## src/rtl/mem_viewer.sv

```systemverilog
// ============================================================================
// Module   : mem_viewer
// Purpose  : Steps a data-memory view address from buttons or a scan timer,
//            registers the word read back and flags changes under view.
// Revision : 1.0
// ============================================================================
`default_nettype none

module mem_viewer #(
  parameter int ADDR_W        = 4,
  parameter int DATA_W        = 8,
  parameter int WRAP          = 1,
  parameter int REPEAT_DELAY  = 50_000_000,
  parameter int REPEAT_PERIOD = 10_000_000,
  parameter int SCAN_PERIOD   = 100_000_000
) (
  input  logic              clk,
  input  logic              reset,
  input  logic              incLevel,
  input  logic              decLevel,
  input  logic              modePulse,
  input  logic [DATA_W-1:0] memReadData,
  output logic [ADDR_W-1:0] memReadAddress,
  output logic [ADDR_W-1:0] viewAddress,
  output logic [DATA_W-1:0] viewData,
  output logic              scanMode,
  output logic              dataChanged
);

  localparam int c_REP_MAX = (REPEAT_DELAY > REPEAT_PERIOD) ? REPEAT_DELAY : REPEAT_PERIOD;
  localparam int c_REP_W   = $clog2(c_REP_MAX) + 1;
  localparam int c_SCAN_W  = $clog2(SCAN_PERIOD) + 1;

  localparam logic [c_REP_W-1:0]  c_REP_ONE    = c_REP_W'(1);
  localparam logic [c_REP_W-1:0]  c_REP_DELAY  = c_REP_W'(REPEAT_DELAY);
  localparam logic [c_REP_W-1:0]  c_REP_PERIOD = c_REP_W'(REPEAT_PERIOD);
  localparam logic [c_SCAN_W-1:0] c_SCAN_ONE   = c_SCAN_W'(1);
  localparam logic [c_SCAN_W-1:0] c_SCAN_LAST  = c_SCAN_W'(SCAN_PERIOD - 1);
  localparam logic [ADDR_W-1:0]   c_ADDR_ONE   = ADDR_W'(1);
  localparam logic [ADDR_W-1:0]   c_ADDR_MAX   = '1;

  typedef enum logic [0:0] {
    MANUAL = 1'b0,
    SCAN   = 1'b1
  } state_t;

  state_t              r_state, w_stateNext;
  logic                r_incPrev, r_decPrev;
  logic                r_incReady, r_decReady;
  logic                r_repActive, r_repFirst;
  logic [c_REP_W-1:0]  r_repCnt;
  logic [c_SCAN_W-1:0] r_scanCnt;
  logic [ADDR_W-1:0]   r_viewAddress;
  logic [DATA_W-1:0]   r_viewData;
  logic                r_dataChanged;
  logic                r_addrMoved;

  logic                w_incOnly, w_decOnly, w_incPress, w_decPress, w_held;
  logic                w_stepInc, w_stepDec, w_stepScan;
  logic                w_repActiveNext, w_repFirstNext;
  logic [c_REP_W-1:0]  w_repCntNext, w_repLimit;
  logic [c_SCAN_W-1:0] w_scanCntNext;
  logic [ADDR_W-1:0]   w_addrNext;
  logic                w_addrChange;

  // A press only counts once the button has been seen low since reset.
  assign w_incOnly  = incLevel & ~decLevel;
  assign w_decOnly  = decLevel & ~incLevel;
  assign w_incPress = w_incOnly & ~r_incPrev & r_incReady;
  assign w_decPress = w_decOnly & ~r_decPrev & r_decReady;
  assign w_held     = r_repActive & ((w_incOnly & r_incPrev) | (w_decOnly & r_decPrev));
  assign w_repLimit = r_repFirst ? c_REP_DELAY : c_REP_PERIOD;

  always_comb begin
    w_stateNext     = r_state;
    w_stepInc       = 1'b0;
    w_stepDec       = 1'b0;
    w_stepScan      = 1'b0;
    w_repActiveNext = 1'b0;
    w_repFirstNext  = r_repFirst;
    w_repCntNext    = '0;
    w_scanCntNext   = '0;
    case (r_state)
      MANUAL: begin
        if (modePulse) begin
          w_stateNext = SCAN;
        end else if (w_incPress || w_decPress) begin
          w_stepInc       = w_incPress;
          w_stepDec       = w_decPress;
          w_repActiveNext = 1'b1;
          w_repFirstNext  = 1'b1;
          w_repCntNext    = c_REP_ONE;
        end else if (w_held) begin
          w_repActiveNext = 1'b1;
          if (r_repCnt == w_repLimit) begin
            w_stepInc      = w_incOnly;
            w_stepDec      = w_decOnly;
            w_repFirstNext = 1'b0;
            w_repCntNext   = c_REP_ONE;
          end else begin
            w_repCntNext = r_repCnt + c_REP_ONE;
          end
        end
      end
      SCAN: begin
        if (modePulse) begin
          w_stateNext = MANUAL;
        end else if (r_scanCnt == c_SCAN_LAST) begin
          w_stepScan = 1'b1;
        end else begin
          w_scanCntNext = r_scanCnt + c_SCAN_ONE;
        end
      end
      default: w_stateNext = MANUAL;
    endcase
  end

  // Scan always wraps; manual steps saturate at the ends when WRAP is 0.
  always_comb begin
    w_addrNext = r_viewAddress;
    if (w_stepScan) begin
      w_addrNext = r_viewAddress + c_ADDR_ONE;
    end else if (w_stepInc) begin
      if (r_viewAddress != c_ADDR_MAX || WRAP != 0) w_addrNext = r_viewAddress + c_ADDR_ONE;
    end else if (w_stepDec) begin
      if (r_viewAddress != '0 || WRAP != 0) w_addrNext = r_viewAddress - c_ADDR_ONE;
    end
  end

  assign w_addrChange = (w_addrNext != r_viewAddress);

  always_ff @(posedge clk) begin
    if (reset) begin
      r_state       <= MANUAL;
      r_incPrev     <= 1'b0;
      r_decPrev     <= 1'b0;
      r_incReady    <= 1'b0;
      r_decReady    <= 1'b0;
      r_repActive   <= 1'b0;
      r_repFirst    <= 1'b0;
      r_repCnt      <= '0;
      r_scanCnt     <= '0;
      r_viewAddress <= '0;
      r_viewData    <= '0;
      r_dataChanged <= 1'b0;
      r_addrMoved   <= 1'b1;
    end else begin
      r_state       <= w_stateNext;
      r_incPrev     <= incLevel;
      r_decPrev     <= decLevel;
      r_incReady    <= r_incReady | ~incLevel;
      r_decReady    <= r_decReady | ~decLevel;
      r_repActive   <= w_repActiveNext;
      r_repFirst    <= w_repFirstNext;
      r_repCnt      <= w_repCntNext;
      r_scanCnt     <= w_scanCntNext;
      r_viewAddress <= w_addrNext;
      r_viewData    <= memReadData;
      r_addrMoved   <= w_addrChange;
      // viewData is stale for one cycle after a move, so skip that compare.
      if (w_addrChange) r_dataChanged <= 1'b0;
      else r_dataChanged <= r_dataChanged | (~r_addrMoved & (memReadData != r_viewData));
    end
  end

  assign memReadAddress = r_viewAddress;
  assign viewAddress    = r_viewAddress;
  assign viewData       = r_viewData;
  assign scanMode       = (r_state == SCAN);
  assign dataChanged    = r_dataChanged;

endmodule

`default_nettype wire

```

## config.mk

```make
export PLATFORM = sky130hd
export DESIGN_NAME = mem_viewer
export DESIGN_NICKNAME = d
export VERILOG_FILES = /design/src/rtl/mem_viewer.sv
export SDC_FILE = /design/constraint.sdc
export NUM_CORES = 1
export LEC_CHECK = 0
export ABC_CLOCK_PERIOD_IN_PS = 2890
export CORE_ASPECT_RATIO = 2
export CORE_UTILIZATION = 57
export DETAILED_ROUTE_END_ITERATION = 10
export PLACE_DENSITY = 0.79
export SYNTH_ARGS = -nofsm -noshare
export SYNTH_HDL_FRONTEND = slang
export SYNTH_SLANG_ARGS = --single-unit
```

## constraint.sdc

```tcl
create_clock -name clk -period 2.89 [get_ports clk]
set_input_delay 0.578 -clock clk [delete_from_list [all_inputs] [get_ports clk]]
set_output_delay 0.578 -clock clk [all_outputs]
set_load 0.01 [all_outputs]
```

==> results.md <==
- Ys async rst share: 0%
- Yosys warns: 0
- Syn Area/Cell: around 8.9 um^2
- Mapped cell area: 3497 um^2
- Vias post-DR: ~2.8k
- CTS tree: built
- Max VDD drop: between 0.4 and 0.5 mV
- P&R area growth vs syn: 16.53%
- Syn Nets: 412
- CTS hold repair buffers: 0
- Clock sink count: 76
- Seq pwr share: 49.6%
- Die area: around 6500 um^2
- Cell Rows: 40
- Iter 0 DRT Violations: between 100 and 150
- CTS clock-pin slew for the worst setup and hold paths: 0.05 ns
- Lkg Pwr: between 1 and 1.5 nW
- Layout cells sized above 1: 6.353%
- Sw frac: about a fifth
- DRT Wirelength: 7368 um
- Worst Tran Pin Value: 0.8737 ns
- Via density: between 5 and 6
- Starting Density: between 50% and 60%
- Fmax: 404.6 MHz
- CP required: 3.11 ns
- Ports: 31
- Worst-case clock skew: about 0.0046 ns
- Worst-Skew Late Latency: around 0.33 ns
- Cells after Synth: between 300 and 400
- Largest net degree at the start of global routing: 29
- Predominant post-synthesis flop cell: dfxtp_1
- Core area: 5956 um^2
- Clock Power Share: 43.9%
- Clock Tree Root: clkbuf_16
- Antenna-violating nets left: 0
- Grt total ovfl: 0
- Finished Cell Area: approximately 4100 um^2
- Unique masters post-synth: between 50 and 60
- Final setup fails: 0
- Fin. Hold Viols: 0
- Number of flops mapped to enable cells by yosys: 0
- Total track usage: about a quarter
- Setup bufs post-CTS: 0
- CTS H-tree depth: 3
- WL/cell: roughly 15 um
- Die height: 112.8 um
- Total power density per cell area: roughly 540 nW/um^2
- Minimum clock period: ~2.5 ns
- Die X: 57.39 um
- Outcome: completed
- Port Buffers: 30
- Arr. time, crit path: approximately 2.7 ns
- Slew margin rel.: a little over two fifths
- Diodes inserted: 0
- Setup TNS: 0 ns
- Max Slew Vio Count: 0
- Number of detailed-route iterations in the first pass: 4
- First-pass GRT wire length: about 12,000 um
- Int Pwr: around 1.7 mW
- Final worst path period share: 85.52%
- Vias in the first global route: approximately 2.9k
- Setup crit start kind: register
- CP Capture Type: register
- Yosys reg bits: 76
- Initial antenna violation count: 0
- Number of max-cap violations: 0
- WS Path Type: register to register
- CP Max Fanout: 6
- Gpl congestion: 0.8318
- Clock Path Buffers: 2
- Combinational share of power: ~6.5%
- Layout net count: ~440
- Placed cell area: 3829 um^2
- Hold crit path type: register to register
- Post-DP HPWL: 5399 um
- RSZ-0062 raised after global routing: no
- Sequential-to-total area share from yosys stat: between 40% and 50%
- Cts bufs inserted: 9
- Post_cts resized: 0
- Drc violations: 0
- Net Sw Power: ~0.46 mW
-- flip-flops by register name, indices dropped and copies added (netlist names) --
signal,cells
r_scanCnt,28
r_repCnt,27
viewData,8
memReadAddress,4
dataChanged,1
r_addrMoved,1
r_decPrev,1
r_decReady,1
r_incPrev,1
r_incReady,1
r_repActive,1
r_repFirst,1
scanMode,1
-- cells in the mapped netlist (6+ instances only) --
library cell | count | area share, %
dfxtp_1 | 76 | 44
nor2_1 | 73 | 7.8
nand4_1 | 16 | 2.9
inv_1 | 10 | 1.1
xnor2_1 | 19 | 4.8
nor2b_1 | 14 | 2.5
nand3_1 | 20 | 2.9
xor2_1 | 38 | 9.5
and3_1 | 6 | 1.1
nor3_1 | 9 | 1.3
ha_1 | 6 | 2.1
nor4_1 | 6 | 1.1
nand2_1 | 26 | 2.8
-- cell families after synthesis --
logic type,synth area share (%)
AOI/OAI and AO/OA,5.832
xor gates and xnor gates,14.28
adders and majority gates,2.147
buffers and inverters,3.077
DFF,43.51
muxes,0.7512
and+or+nand+nor,30.41
-- worst max-delay path: stages (launching register included) --
cell	delay, ns
dfxtp_1	0.42
nor4bb_1	0.53
nand3_1	0.26
a211oi_1	0.35
a31oi_1	0.23
o21ai_1	0.22
mux2_1	0.34
-- path summary, 6_finish.rpt --
kind                                                     end                    start  slack (ns)  cells past startpoint
worst min-delay path                   r_incReady$_SDFF_PP0_    r_incReady$_SDFF_PP0_        0.45                      2
worst max-delay path            memReadAddress[3]$_SDFF_PP0_  r_repCnt[15]$_SDFF_PP0_        0.42                      6
worst min register to register         r_incReady$_SDFF_PP0_    r_incReady$_SDFF_PP0_        0.45                      2
worst max register to register  memReadAddress[3]$_SDFF_PP0_  r_repCnt[15]$_SDFF_PP0_        0.42                      6
-- final cells by class --
cell class / instances / area, um^2
sequential: 76 / 1521
tap: 63 / 78.83
multi-input combinational: 294 / 1868
inverter: 10 / 37.54
clock buffer: 12 / 246.5
timing repair buffer: 33 / 322.8
fill: 490 / 1881
-- placed cells by master (no fill, tap or decap), drive strengths merged, types with 2 or more instances in the layout --
master / netlist / layout
dfxtp: 76 / 76
nor2: 73 / 73
xor2: 38 / 38
clkdlybuf4s50: 0 / 30
nand2: 27 / 27
nand3: 20 / 20
xnor2: 19 / 19
nand4: 17 / 17
nor2b: 14 / 14
clkbuf: 5 / 12
inv: 10 / 10
nor3: 10 / 10
and3: 7 / 7
nor4: 6 / 6
ha: 6 / 6
and4: 5 / 5
or3: 5 / 5
a21oi: 5 / 5
o21ai: 5 / 5
and2: 4 / 4
nor4bb: 4 / 4
buf: 8 / 3
and2b: 3 / 3
nand2b: 2 / 2
nor4b: 2 / 2
a211oi: 2 / 2
a22oi: 2 / 2
or2: 2 / 2
nor3b: 2 / 2
a2111oi: 2 / 2
mux2: 2 / 2
o211a: 2 / 2
-- layer usage --
| metal | GRT usage (%) | routed length [um] | vias to the layer above |
|---|---|---|---|
| li1 | - | - | 1391 |
| met3 | 6.971 | 181 | 24 |
| met5 | 0 | 0 | - |
| met1 | 22.74 | 2660 | 1305 |
| met2 | 46.43 | 4267 | 48 |
| met4 | 16.42 | 258 | 0 |
-- power groups by stage --
stage | clock network [mW] | registers, mW | logic (mW)
after floorplan | 0 | 1.11 | 0.0708
after global placement | 0 | 1.11 | 0.139
after detailed placement | 0 | 1.11 | 0.142
after CTS | 0.991 | 1.09 | 0.143
after global routing | 1.03 | 1.09 | 0.156
final | 0.962 | 1.09 | 0.142
-- through the flow --
step / hold WS, ns / cells / setup WS (ns) / util (%) / power (mW)
5_1_grt: 0.4694 / 488 / 0.2593 / 68.42 / 2.272
2_1_floorplan: 0.4255 / 393 / 0.8549 / - / 1.182
6_report: 0.4499 / 488 / 0.4185 / 68.42 / 2.192
4_1_cts: 0.4515 / 488 / 0.4564 / 68.42 / 2.221
3_3_place_gp: 0.4343 / 476 / 0.2817 / 64.29 / 1.248
3_5_place_dp: 0.4432 / 476 / 0.2176 / 64.29 / 1.251
Note: power is estimated with default switching activity, not from simulation.
